<file path="src/rtl/alu_flags_branch_unit.sv">
// NZCV flag register and registered branch resolver (B.cond, CBZ, CBNZ).
// It sits between the execute-stage ALU and the PC-select logic.
module alu_flags_branch_unit #(
   parameter int unsigned N = 64
) (
   input  logic         clk,
   input  logic         reset,
   input  logic         valid,
   input  logic [N-1:0] a,
   input  logic [N-1:0] b1,
   input  logic [3:0]   ALUControl,
   input  logic [N-1:0] result,
   input  logic         zero,
   input  logic         setFlags,
   input  logic         isCondBr,
   input  logic         isCbz,
   input  logic         isCbnz,
   input  logic [3:0]   cond,
   input  logic         flush,
   output logic [3:0]   flags,
   output logic         br_valid,
   output logic         br_taken,
   output logic         bad_op
);

   localparam logic [3:0] OpAnd = 4'b0000;
   localparam logic [3:0] OpAdd = 4'b0010;
   localparam logic [3:0] OpSub = 4'b0110;

   logic [3:0]   r_flags;
   logic         r_br_valid;
   logic         r_br_taken;
   logic         r_bad_op;

   logic [N-1:0] w_add_lo;
   logic         w_add_c;
   logic         w_sub_c;
   logic [3:0]   w_flags_upd;
   logic         w_op_ok;
   logic         w_fn, w_fz, w_fc, w_fv;
   logic         w_base;
   logic         w_cond_true;
   logic         w_any_br;
   logic         w_multi_br;
   logic         w_illegal;
   logic         w_bad_alu;
   logic         w_take;
   logic         w_br_fire;
   logic         w_unused_result;

   // N and Z come from the ALU's own result/zero; only the MSB of result is needed here.
   assign w_unused_result = ^result[N-2:0];

   // Carry of a+b1 is a wrap-around; carry of a-b1 is "no borrow", i.e. a >= b1 unsigned.
   assign w_add_lo = a + b1;
   assign w_add_c  = (w_add_lo < a);
   assign w_sub_c  = (a >= b1);

   always_comb begin
      w_flags_upd = r_flags;
      w_op_ok     = 1'b1;
      case (ALUControl)
         OpAdd: w_flags_upd = {result[N-1], zero, w_add_c,
                               (a[N-1] == b1[N-1]) & (result[N-1] != a[N-1])};
         OpSub: w_flags_upd = {result[N-1], zero, w_sub_c,
                               (a[N-1] != b1[N-1]) & (result[N-1] != a[N-1])};
         OpAnd: w_flags_upd = {result[N-1], zero, 2'b00};
         default: w_op_ok = 1'b0;
      endcase
   end

   // Conditions come in pairs: cond[3:1] selects the test, cond[0] inverts it (except AL/NV).
   assign {w_fn, w_fz, w_fc, w_fv} = r_flags;

   always_comb begin
      w_base = 1'b1;
      case (cond[3:1])
         3'b000:  w_base = w_fz;
         3'b001:  w_base = w_fc;
         3'b010:  w_base = w_fn;
         3'b011:  w_base = w_fv;
         3'b100:  w_base = w_fc & ~w_fz;
         3'b101:  w_base = (w_fn == w_fv);
         3'b110:  w_base = ~w_fz & (w_fn == w_fv);
         default: w_base = 1'b1;
      endcase
   end

   assign w_cond_true = (cond[3:1] == 3'b111) ? 1'b1 : (w_base ^ cond[0]);

   assign w_any_br   = isCondBr | isCbz | isCbnz;
   assign w_multi_br = (isCondBr & isCbz) | (isCondBr & isCbnz) | (isCbz & isCbnz);
   assign w_illegal  = valid & (w_multi_br | (setFlags & w_any_br));
   assign w_bad_alu  = valid & setFlags & ~w_op_ok;

   always_comb begin
      w_take = 1'b0;
      if (isCondBr)   w_take = w_cond_true;
      else if (isCbz) w_take = zero;
      else if (isCbnz) w_take = ~zero;
   end

   assign w_br_fire = valid & w_any_br & ~flush & ~w_illegal;

   always_ff @(posedge clk or posedge reset) begin
      if (reset) begin
         r_flags    <= 4'b0000;
         r_br_valid <= 1'b0;
         r_br_taken <= 1'b0;
         r_bad_op   <= 1'b0;
      end else begin
         if (valid & setFlags & w_op_ok) r_flags <= w_flags_upd;
         r_br_valid <= w_br_fire;
         r_br_taken <= w_br_fire & w_take;
         r_bad_op   <= w_illegal | w_bad_alu;
      end
   end

   assign flags    = r_flags;
   assign br_valid = r_br_valid;
   assign br_taken = r_br_taken;
   assign bad_op   = r_bad_op;

endmodule
</file>
<file path="config.mk">
export PLATFORM = sky130hd
export DESIGN_NAME = alu_flags_branch_unit
export DESIGN_NICKNAME = d
export VERILOG_FILES = /design/src/rtl/alu_flags_branch_unit.sv
export SDC_FILE = /design/constraint.sdc
export NUM_CORES = 1
export LEC_CHECK = 0
export BUFFER_PORTS_ARGS = -buffer_cell sky130_fd_sc_hd__buf_2
export CORE_AREA = 2 2 151 94
export CTS_BUF_LIST = sky130_fd_sc_hd__clkbuf_4 sky130_fd_sc_hd__clkbuf_8
export DETAILED_ROUTE_END_ITERATION = 12
export DIE_AREA = 0 0 153 96
export PLACE_DENSITY = 0.9
export SYNTH_ARGS = -nofsm -noshare
export SYNTH_HDL_FRONTEND = slang
export SYNTH_SLANG_ARGS = --single-unit
</file>
<file path="constraint.sdc">
create_clock -name clk -period 2 [get_ports clk]
set_input_delay 0.4 -clock clk [delete_from_list [all_inputs] [get_ports clk]]
set_output_delay 0.4 -clock clk [all_outputs]
set_load 0.05 [all_outputs]
</file>
==> results of run 1 <==
routing by layer:
metal  GRT usage (%)  overflow
met5           49.66         0
met4           78.86        22
met3           68.80         3
met2           91.48        27
met1           74.25         1
synth_stat cells, types with 15 or more instances:
cell	number	area, um2
sky130_fd_sc_hd__nand4_1	29	181.4
sky130_fd_sc_hd__nor3_1	19	95.09
sky130_fd_sc_hd__nor2_1	101	379.1
sky130_fd_sc_hd__nor4_1	16	100.1
sky130_fd_sc_hd__a21o_1	36	270.3
sky130_fd_sc_hd__inv_1	178	668.1
sky130_fd_sc_hd__o21ai_0	39	195.2
sky130_fd_sc_hd__xnor2_1	51	446.7
sky130_fd_sc_hd__o31ai_1	22	165.2
sky130_fd_sc_hd__nand2_1	40	150.1
sky130_fd_sc_hd__clkbuf_1	23	86.33
sky130_fd_sc_hd__nor2b_1	18	112.6
sky130_fd_sc_hd__nand3_1	15	75.07
sky130_fd_sc_hd__ha_1	191	2390
sky130_fd_sc_hd__xor2_1	15	131.4
sky130_fd_sc_hd__a21oi_1	96	480.5
sky130_fd_sc_hd__o21bai_1	23	172.7
per-stage QoR:
stage          std cells  setup slack, ns
2_1_floorplan       1026           -2.103
3_3_place_gp        1676           -2.554
3_5_place_dp        1676           -2.995
4_1_cts             1689           -2.418
logic make-up after synthesis:
family / Yosys count / share of synthesized area [%]
buffers and inverters: 203 / 10.76
XOR/XNOR: 66 / 8.071
flip-flops: 7 / 2.446
multiplexers: 4 / 0.5940
AND/OR/NAND/NOR: 268 / 18.27
adder cells (fa/ha/maj): 192 / 33.65
AO/OA/AOI/OAI: 286 / 26.21
repair_timing:
item                                    in CTS
endpoints found under the setup margin       1
endpoints found under the hold margin        0
setup buffers                               10
gates resized for setup                     30
pin swaps                                   26
==> impl_metrics.ini, run 1 <==
[cts]
cts-hold-fix-buffers = 0
clock_tree.htree_level_count = 1
clk_root_buffer_cell = sky130_fd_sc_hd__clkbuf_8
clock_sinks = 7
cts-root-to-sink-buffers = 2
cts-buffers-inserted = 3

[placed_design]
buffer_ports.inserted = 152
hpwlAfterDp_mm = 27.77
detailed_place.area_um2 = 10710
gp_congestion = 1.149

[floorplanning]
floorplan.die.width_um = 153
die-height_um = 96
placement_rows = 33
initial_core_util_pct = 53.70
design.portCount = 216

[synthesis]
yosys_warnings = 0
netlist_area_um2 = 7162
synth_nets = 1427
synth.lib_cells_used.distinct = 59
flip_flop_and_latch_count_after_synthesis = 7
postSynthAreaPerCell_um2 = 6.980
synth_edf_count = 0
synth_async_sr_flop_share_pct = 100.0
share_of_the_yosys_chip_area_belonging_to_registers_pct = 2.446
synth_flop_cell = sky130_fd_sc_hd__dfrtp_1
synth_cells = 1026

[timing]
grt-worst-endpoint = flags[1]$_DFFE_PP0P_/D
worst_endpoint_kind = register input

[status]
haltStage = global routing
outcome = aborted with a tool error
tool.error = [ERROR GRT-0232] Routing congestion too high. Check the congestion heatmap in the GUI.

[global_route]
pin_count_of_the_biggest_net_entering_global_routing = 9
grt.overflow.total = 53
grt.total_usage_pct = 77.46
==> run 2: changes to the inputs <==
- CORE_AREA: 2 2 151 94 -> 2 2 137 139
- CTS_BUF_LIST: sky130_fd_sc_hd__clkbuf_4 sky130_fd_sc_hd__clkbuf_8 -> unset
- DIE_AREA: 0 0 153 96 -> 0 0 139 141
- PLACE_DENSITY: 0.9 -> unset
- PLACE_DENSITY_LB_ADDON: unset -> 0.15
==> run 2 against run 1 <==
  * The flow now finishes, with violations (negative setup slack)
  * Synthesized cell count unchanged
  * Synthesized area did not move
==> impl_metrics.ini, run 2 <==
[synthesis]
synth_most_common_cell = sky130_fd_sc_hd__ha_1
synth_top_cell_by_area = sky130_fd_sc_hd__ha_1
postSynthAreaPerCell_um2 = 6.980
synth-adder-area-share_pct = 33.65
yosys_warnings = 0
synth_edf_count = 0
post_synth_most_frequent_cells = sky130_fd_sc_hd__ha_1, sky130_fd_sc_hd__inv_1, sky130_fd_sc_hd__nor2_1
synthTopCellsByArea = sky130_fd_sc_hd__ha_1, sky130_fd_sc_hd__inv_1, sky130_fd_sc_hd__a21oi_1
synth_nets = 1427
netlist_area_um2 = 7162
synth_cells = 1026
share_of_the_yosys_chip_area_belonging_to_registers_pct = 2.446
synth_top_family_by_area = adder cells
synth_async_sr_flop_share_pct = 100.0
synth_flop_cell = sky130_fd_sc_hd__dfrtp_1
synth_xor_xnor_area_share_pct = 8.071
flip_flop_and_latch_count_after_synthesis = 7
synth.top_cell.area_share_pct = 33.37
yosys-mux-area-fraction_pct = 0.5940
synth_simple_gate_area_share_pct = 18.27
synth.lib_cells_used.distinct = 59
synth_compound_area_share_pct = 26.21

[timing]
fmax_ghz = 0.2315
layout_min_cycle_time_ns = 4.319
slew_violations = 0
grt_setup_unrepaired = yes
final_min_period_over_clock_period_pct = 215.9
timing.final.ws_setup_ns = -2.319
worst-slew-pin-transition_ns = 0.5013
final.setup.tns_ns = -2.319
finalHoldViolations = 0
setup_viol_count_final = 1
max_transition_margin_pct = 66.27
clock_skew_ns = 0.004844

[global_route]
grt_antenna_before_repair = 1
grt_pass1_wl_mm = 38.94
pin_count_of_the_biggest_net_entering_global_routing = 10
grt.total_usage_pct = 23.45
first_global_vias = 8650
grt.overflow.total = 0

[floorplanning]
design.portCount = 216
die_area_um2 = 19600
floorplan.die.width_um = 139
placement_rows = 50
initial_core_util_pct = 39.21
core_area_um2 = 18270
die-height_um = 141

[power_and_ir_drop]
total_switching_power_w = 0.001824
cellInternalPower_w = 0.002213
power.density_nw_per_um2 = 365.5
static-leakage-power_nw = 6.212
ir_worst_vdd_v = 0.0003550
seq_power_share_pct = 4.9
clock_power_share_pct = 8.4
combinationalPowerShare_pct = 86.7
power.total_w = 0.004037
switching_share_pct = 45.18

[worst_setup_path]
worst-setup-path-type = in2reg
reg2reg_from = flags[3]$_DFFE_PP0P_
worst-endpoint-required_ns = 2.11
rr_endpoint = br_taken$_DFF_PP0_
critPathCaptureType = flop
critPathMaxFanout = 6
capturing_element_of_the_worst_setup_path = flags[1]$_DFFE_PP0P_
ff2ff_setup_slack_ns = 0.25
critPathLaunchType = input port
cp-startpoint = a[11]
r2r.worst_path.cells = 8
crit_arrival_ns = 4.43

[detailed_routing]
dr_total_vias = 8737
first_pass_iters = 7
drt-vias-per-instance = 4.998
drt-wirelength-per-cell_um = 13.24
wl_mm = 23.15
route.detailed.drc = 0
ant_nets = 0
drtIter0Drc = 362

[finish]
n_antenna_cell = 0
finalNetCount = 1916
layout_commonest_cell = sky130_fd_sc_hd__buf_4
final_cell_mix = sky130_fd_sc_hd__buf_4, sky130_fd_sc_hd__ha_1, sky130_fd_sc_hd__inv_1
flow.area_growth_from_synthesis_pct = 54.19
flip_flop_count_of_the_largest_register_all_copies_and_words_added = 4
layout-drive-gt1-share_pct = 36.13

[hold_path]
hold_class = in2async

[placed_design]
buffer_ports.inserted = 152
hpwlAfterDp_mm = 20.93
gp_congestion = 0.8980

[status]
violated_checks = negative setup slack
outcome = finished with violations

[run]
max-cap-violations = 0

[cts]
cts_tree = yes
clock_sinks = 7
clk_transition_reported_paths_ns = 0.04
cts-buffers-inserted = 3
clk_root_buffer_cell = sky130_fd_sc_hd__clkbuf_16
clock_latency_at_the_later_pin_of_the_worst_skew_pair_ns = 0.23
cts-root-to-sink-buffers = 2
clock_tree.htree_level_count = 1
[run 2: worst min-delay path by stage]
stage / slack, ns / start / end / cells past startpoint
finish: 0.11 / reset / bad_op$_DFF_PP0_ / 2
global route: 0.13 / reset / bad_op$_DFF_PP0_ / 2
CTS: 0.12 / reset / bad_op$_DFF_PP0_ / 2
detailed placement: 0.36 / reset / br_valid$_DFF_PP0_ / 2
global placement: 0.35 / reset / br_taken$_DFF_PP0_ / 2
floorplan: 0.20 / reset / bad_op$_DFF_PP0_ / 1
[run 2: layout make-up]
type / instances / area, um2
clock buffers: 4 / 78.83
fillers: 1813 / 7224
inverters: 178 / 668.1
multi-input cells: 816 / 6371
flip-flops and latches: 7 / 175.2
well taps: 234 / 292.8
repair buffers: 509 / 3457
[run 2: cells by family (layout without fill, tap and decap cells)]
logic type	Yosys count	after routing
multiplexers	4	4
buffers and inverters	203	691
AND/OR/NAND/NOR	268	268
XOR/XNOR	66	66
AO/OA/AOI/OAI	286	286
adder cells (fa/ha/maj)	192	192
flip-flops	7	7
[run 2: metrics by stage]
step	std cells	utilization [%]	hold slack (ns)	instance area [um2]	setup WS (ns)
2_1_floorplan	1026	-	0.2034	7222	-2.103
3_3_place_gp	1742	59.33	0.3544	10840	-2.679
3_5_place_dp	1742	59.33	0.3616	10840	-2.743
4_1_cts	1748	60.38	0.1167	11030	-2.324
5_1_grt	1748	60.45	0.1329	11040	-2.596
6_report	1748	60.45	0.1093	11040	-2.319
[run 2: power groups by stage]
stage	combinational [W]	clock [W]	sequential (W)
3_3_place_gp	0.00339	0	0.000198
2_1_floorplan	0.00180	0	0.000269
6_report	0.00350	0.000339	0.000196
3_5_place_dp	0.00343	0	0.000198
4_1_cts	0.00349	0.000347	0.000196
5_1_grt	0.00391	0.000362	0.000201
[run 2: timing repair]
action                                  4_1_cts  5_1_grt
hold buffers                                  0        0
setup buffers                                 2        0
resized for setup                            20        3
pin swaps                                    22        6
endpoints found under the setup margin        1        1
[run 2: metal layers]
metal,part of all wire (%),up-vias,track usage [%],wire (um)
met2,47,194,42.93,10890
met4,1.9,2,4.732,442
met5,0.048,-,0,11
met1,47,3962,30.52,10970
met3,3.6,31,1.359,833
li1,-,4548,-,-
[run 2: worst max-delay path, cell delays in order]
cell                       delay [ns]
sky130_fd_sc_hd__buf_2           0.11
sky130_fd_sc_hd__ha_1            0.31
sky130_fd_sc_hd__or3_4           0.39
sky130_fd_sc_hd__buf_4           0.14
sky130_fd_sc_hd__nor2_1          0.08
sky130_fd_sc_hd__nand2_1         0.07
sky130_fd_sc_hd__o211ai_1        0.34
sky130_fd_sc_hd__a21boi_2        0.13
sky130_fd_sc_hd__or4_1           0.42
sky130_fd_sc_hd__o211ai_1        0.25
sky130_fd_sc_hd__a31oi_4         0.21
sky130_fd_sc_hd__o21ai_2         0.17
sky130_fd_sc_hd__xnor2_1         0.08
sky130_fd_sc_hd__ha_1            0.29
sky130_fd_sc_hd__nand4_1         0.16
sky130_fd_sc_hd__nor2_1          0.14
sky130_fd_sc_hd__nand3_1         0.12
sky130_fd_sc_hd__o221a_4         0.29
sky130_fd_sc_hd__o31ai_2         0.05
sky130_fd_sc_hd__nand2_1         0.07
sky130_fd_sc_hd__a31oi_1         0.13
sky130_fd_sc_hd__nand2_1         0.07
No activity file was read; power rests on OpenSTA's default activity.
==> run 3: changes to the inputs <==
- CELL_PAD_IN_SITES_DETAIL_PLACEMENT: unset -> 0
- CELL_PAD_IN_SITES_GLOBAL_PLACEMENT: unset -> 1
- CORE_AREA: 2 2 137 139 -> 2 2 141 143
- DIE_AREA: 0 0 139 141 -> 0 0 143 145
==> run 3 against run 2 <==
  * The run still ends with negative setup slack left
  * Setup slack improved by 0.020 ns
  * Combinational power increased by 2%
  * Cell count rose by 2.2%
  * Routed wire length up 1.8%
  * Hold slack better by 0.011 ns
  * Utilization down 2.0 points
  * Clock power up 7.7%
  * Sequential power is essentially flat
  * Design area up 1.7%
  * Clock skew about the same
==> impl_metrics.ini, run 3 (synthesis gave the netlist of run 2 again) <==
[global_route]
grt_antenna_before_repair = 0
grt_pass1_wl_mm = 38.74
grt.total_usage_pct = 22.29
grt_use_met1_pct = 28.64
pin_count_of_the_biggest_net_entering_global_routing = 10
global_route.usage.met3_pct = 1.287
grt_util_met2_pct = 41.75
busiest_layer = met2
grt.overflow.total = 0
first_global_vias = 8589

[timing]
worst-slew-pin-transition_ns = 0.5941
clock_skew_ns = 0.005299
fmax_ghz = 0.2326
finalHoldViolations = 0
final_min_period_over_clock_period_pct = 214.9
layout_min_cycle_time_ns = 4.298
timing.final.ws_setup_ns = -2.298
grt_setup_unrepaired = yes
setup_viol_count_final = 1
slew_violations = 0
max_transition_margin_pct = 60.03

[floorplanning]
design.portCount = 216
die-height_um = 145
die_area_um2 = 20740
floorplan.die.width_um = 143
placement_rows = 51
initial_core_util_pct = 37.29
core_area_um2 = 19210

[finish]
register_area_um2 = 175.2
layout_commonest_cell = sky130_fd_sc_hd__buf_4
final_core_util_pct = 58.47
layout-drive-gt1-share_pct = 37.08
flip_flop_count_of_the_largest_register_all_copies_and_words_added = 4
multi_input_area_um2 = 6462
final_design_area_no_fill_um2 = 11230
finalNetCount = 1923
n_antenna_cell = 0
final_cell_mix = sky130_fd_sc_hd__buf_4, sky130_fd_sc_hd__ha_1, sky130_fd_sc_hd__inv_1
num-fill-cells = 1868
flow.area_growth_from_synthesis_pct = 56.81

[worst_setup_path]
crit_arrival_ns = 4.43
worst_path_max_delay_cell = sky130_fd_sc_hd__or4_1
rr_endpoint = br_taken$_DFF_PP0_
reg2reg_from = flags[3]$_DFFE_PP0P_
worst-endpoint-required_ns = 2.13
cp_slowest_stage_delay_ns = 0.42
critPathCaptureType = flop
worst-setup-path-type = in2reg
ff2ff_setup_slack_ns = 0.31
critPathMaxFanout = 6
r2r.worst_path.cells = 8
crit_path_cell_trace = buf_8 -> ha_4 -> inv_2 -> fa_2 -> o21bai_4 -> a2111oi_4 -> o211a_1 -> o211ai_1 -> a21boi_2 -> or4_1 -> o211ai_1 -> a31oi_4 -> o21ai_1 -> xnor2_1 -> ha_1 -> nand4_1 -> nor2_1 -> nand3_1 -> o221a_2 -> o31ai_2 -> nand2_1 -> a31oi_1 -> nand2_1
critPathLaunchType = input port

[cts]
cts_tree = yes
clk_root_buffer_cell = sky130_fd_sc_hd__clkbuf_16
cts-root-to-sink-buffers = 2
cts-buffers-inserted = 3
clock_tree.htree_level_count = 1
clock_latency_at_the_later_pin_of_the_worst_skew_pair_ns = 0.24
clock_sinks = 7
cts-hold-fix-buffers = 0
clk_transition_reported_paths_ns = 0.04

[power_and_ir_drop]
static-leakage-power_nw = 6.266
power.density_nw_per_um2 = 367.5
ir_worst_vdd_v = 0.0002610
power.total_w = 0.004127

[detailed_routing]
wl_mm = 23.58
first_pass_iters = 5
drt-vias-per-instance = 4.839
route.detailed.drc = 0
drt-wirelength-per-cell_um = 13.20
drtIter0Drc = 331
dr_total_vias = 8642
ant_nets = 0

[run]
max-cap-violations = 0

[placed_design]
detailed_place.area_um2 = 10930
gp_congestion = 0.8917
hpwlAfterDp_mm = 21.18
buffer_ports.inserted = 152
preCtsSetupSlack_ns = -2.761

[hold_path]
hold_class = in2async

[status]
violated_checks = negative setup slack
outcome = finished with violations
run 3: cell types whose count changed in the layout (fill, tap and decap cells not counted), moves of 2 or more:
| cell | before | now |
|---|---|---|
| sky130_fd_sc_hd__nor3_2 | 0 | 2 |
| sky130_fd_sc_hd__nor4_1 | 15 | 13 |
| sky130_fd_sc_hd__buf_4 | 357 | 364 |
| sky130_fd_sc_hd__o221ai_2 | 0 | 2 |
| sky130_fd_sc_hd__o21ai_0 | 34 | 32 |
| sky130_fd_sc_hd__nor4_4 | 0 | 2 |
| sky130_fd_sc_hd__o221ai_1 | 3 | 1 |
| sky130_fd_sc_hd__nor3_1 | 19 | 17 |
run 3: layer usage:
| layer | wire length (um) | up-vias |
|---|---|---|
| met5 | 0 | - |
| met4 | 201 | 0 |
| met3 | 648 | 16 |
| met2 | 11740 | 141 |
| met1 | 10990 | 3925 |
| li1 | - | 4560 |
run 3: worst max-delay path: cells and delay by family:
family          cells  cell delay, ns
simple gates        6            0.98
fa+ha+maj           3            0.77
xor+xnor            1            0.09
compound gates     11            2.06
buf+inv             2            0.11
run 3: power by group:
group	switching [W]	internal [W]	total, W
registers	0.0000310	0.000165	0.000196
clock network	0.000101	0.000265	0.000365
logic	0.00175	0.00181	0.00357
run 3: area by class of cell:
cell class | instances | area share, %
well taps | 265 | 2.952
clock buffers | 3 | 0.6684
clock inverters | 1 | 0.04456
flip-flops and latches | 7 | 1.560
repair buffers | 516 | 31.28
multi-input cells | 816 | 57.54
inverters | 178 | 5.949
run 3: how the worst max path moves through the flow:
stage                start              endpoint  slack (ns)  depth (start not counted)
floorplan             a[0]  flags[1]$_DFFE_PP0P_       -2.10                         22
detailed placement    a[0]  flags[1]$_DFFE_PP0P_       -2.76                         23
global placement      a[2]  flags[1]$_DFFE_PP0P_       -2.73                         25
finish               b1[0]  flags[1]$_DFFE_PP0P_       -2.30                         23
CTS                  b1[0]  flags[1]$_DFFE_PP0P_       -2.32                         23
global route        b1[10]  flags[1]$_DFFE_PP0P_       -2.55                         23
run 3: timing repair:
action / 4_1_cts / 5_1_grt
buffers inserted: 1 / 1
endpoints found under the setup margin: 1 / 1
resized for setup: 15 / 25
pin swaps: 21 / 14
run 3: through the flow:
stage / std cells / setup TNS [ns] / hold WS [ns]
after floorplan: 1026 / -2.103 / 0.2034
after detailed placement: 1780 / -2.761 / 0.3781
final: 1786 / -2.298 / 0.1207
after global placement: 1780 / -2.731 / 0.3755
after CTS: 1785 / -2.324 / 0.1244
after global routing: 1786 / -2.545 / 0.1518
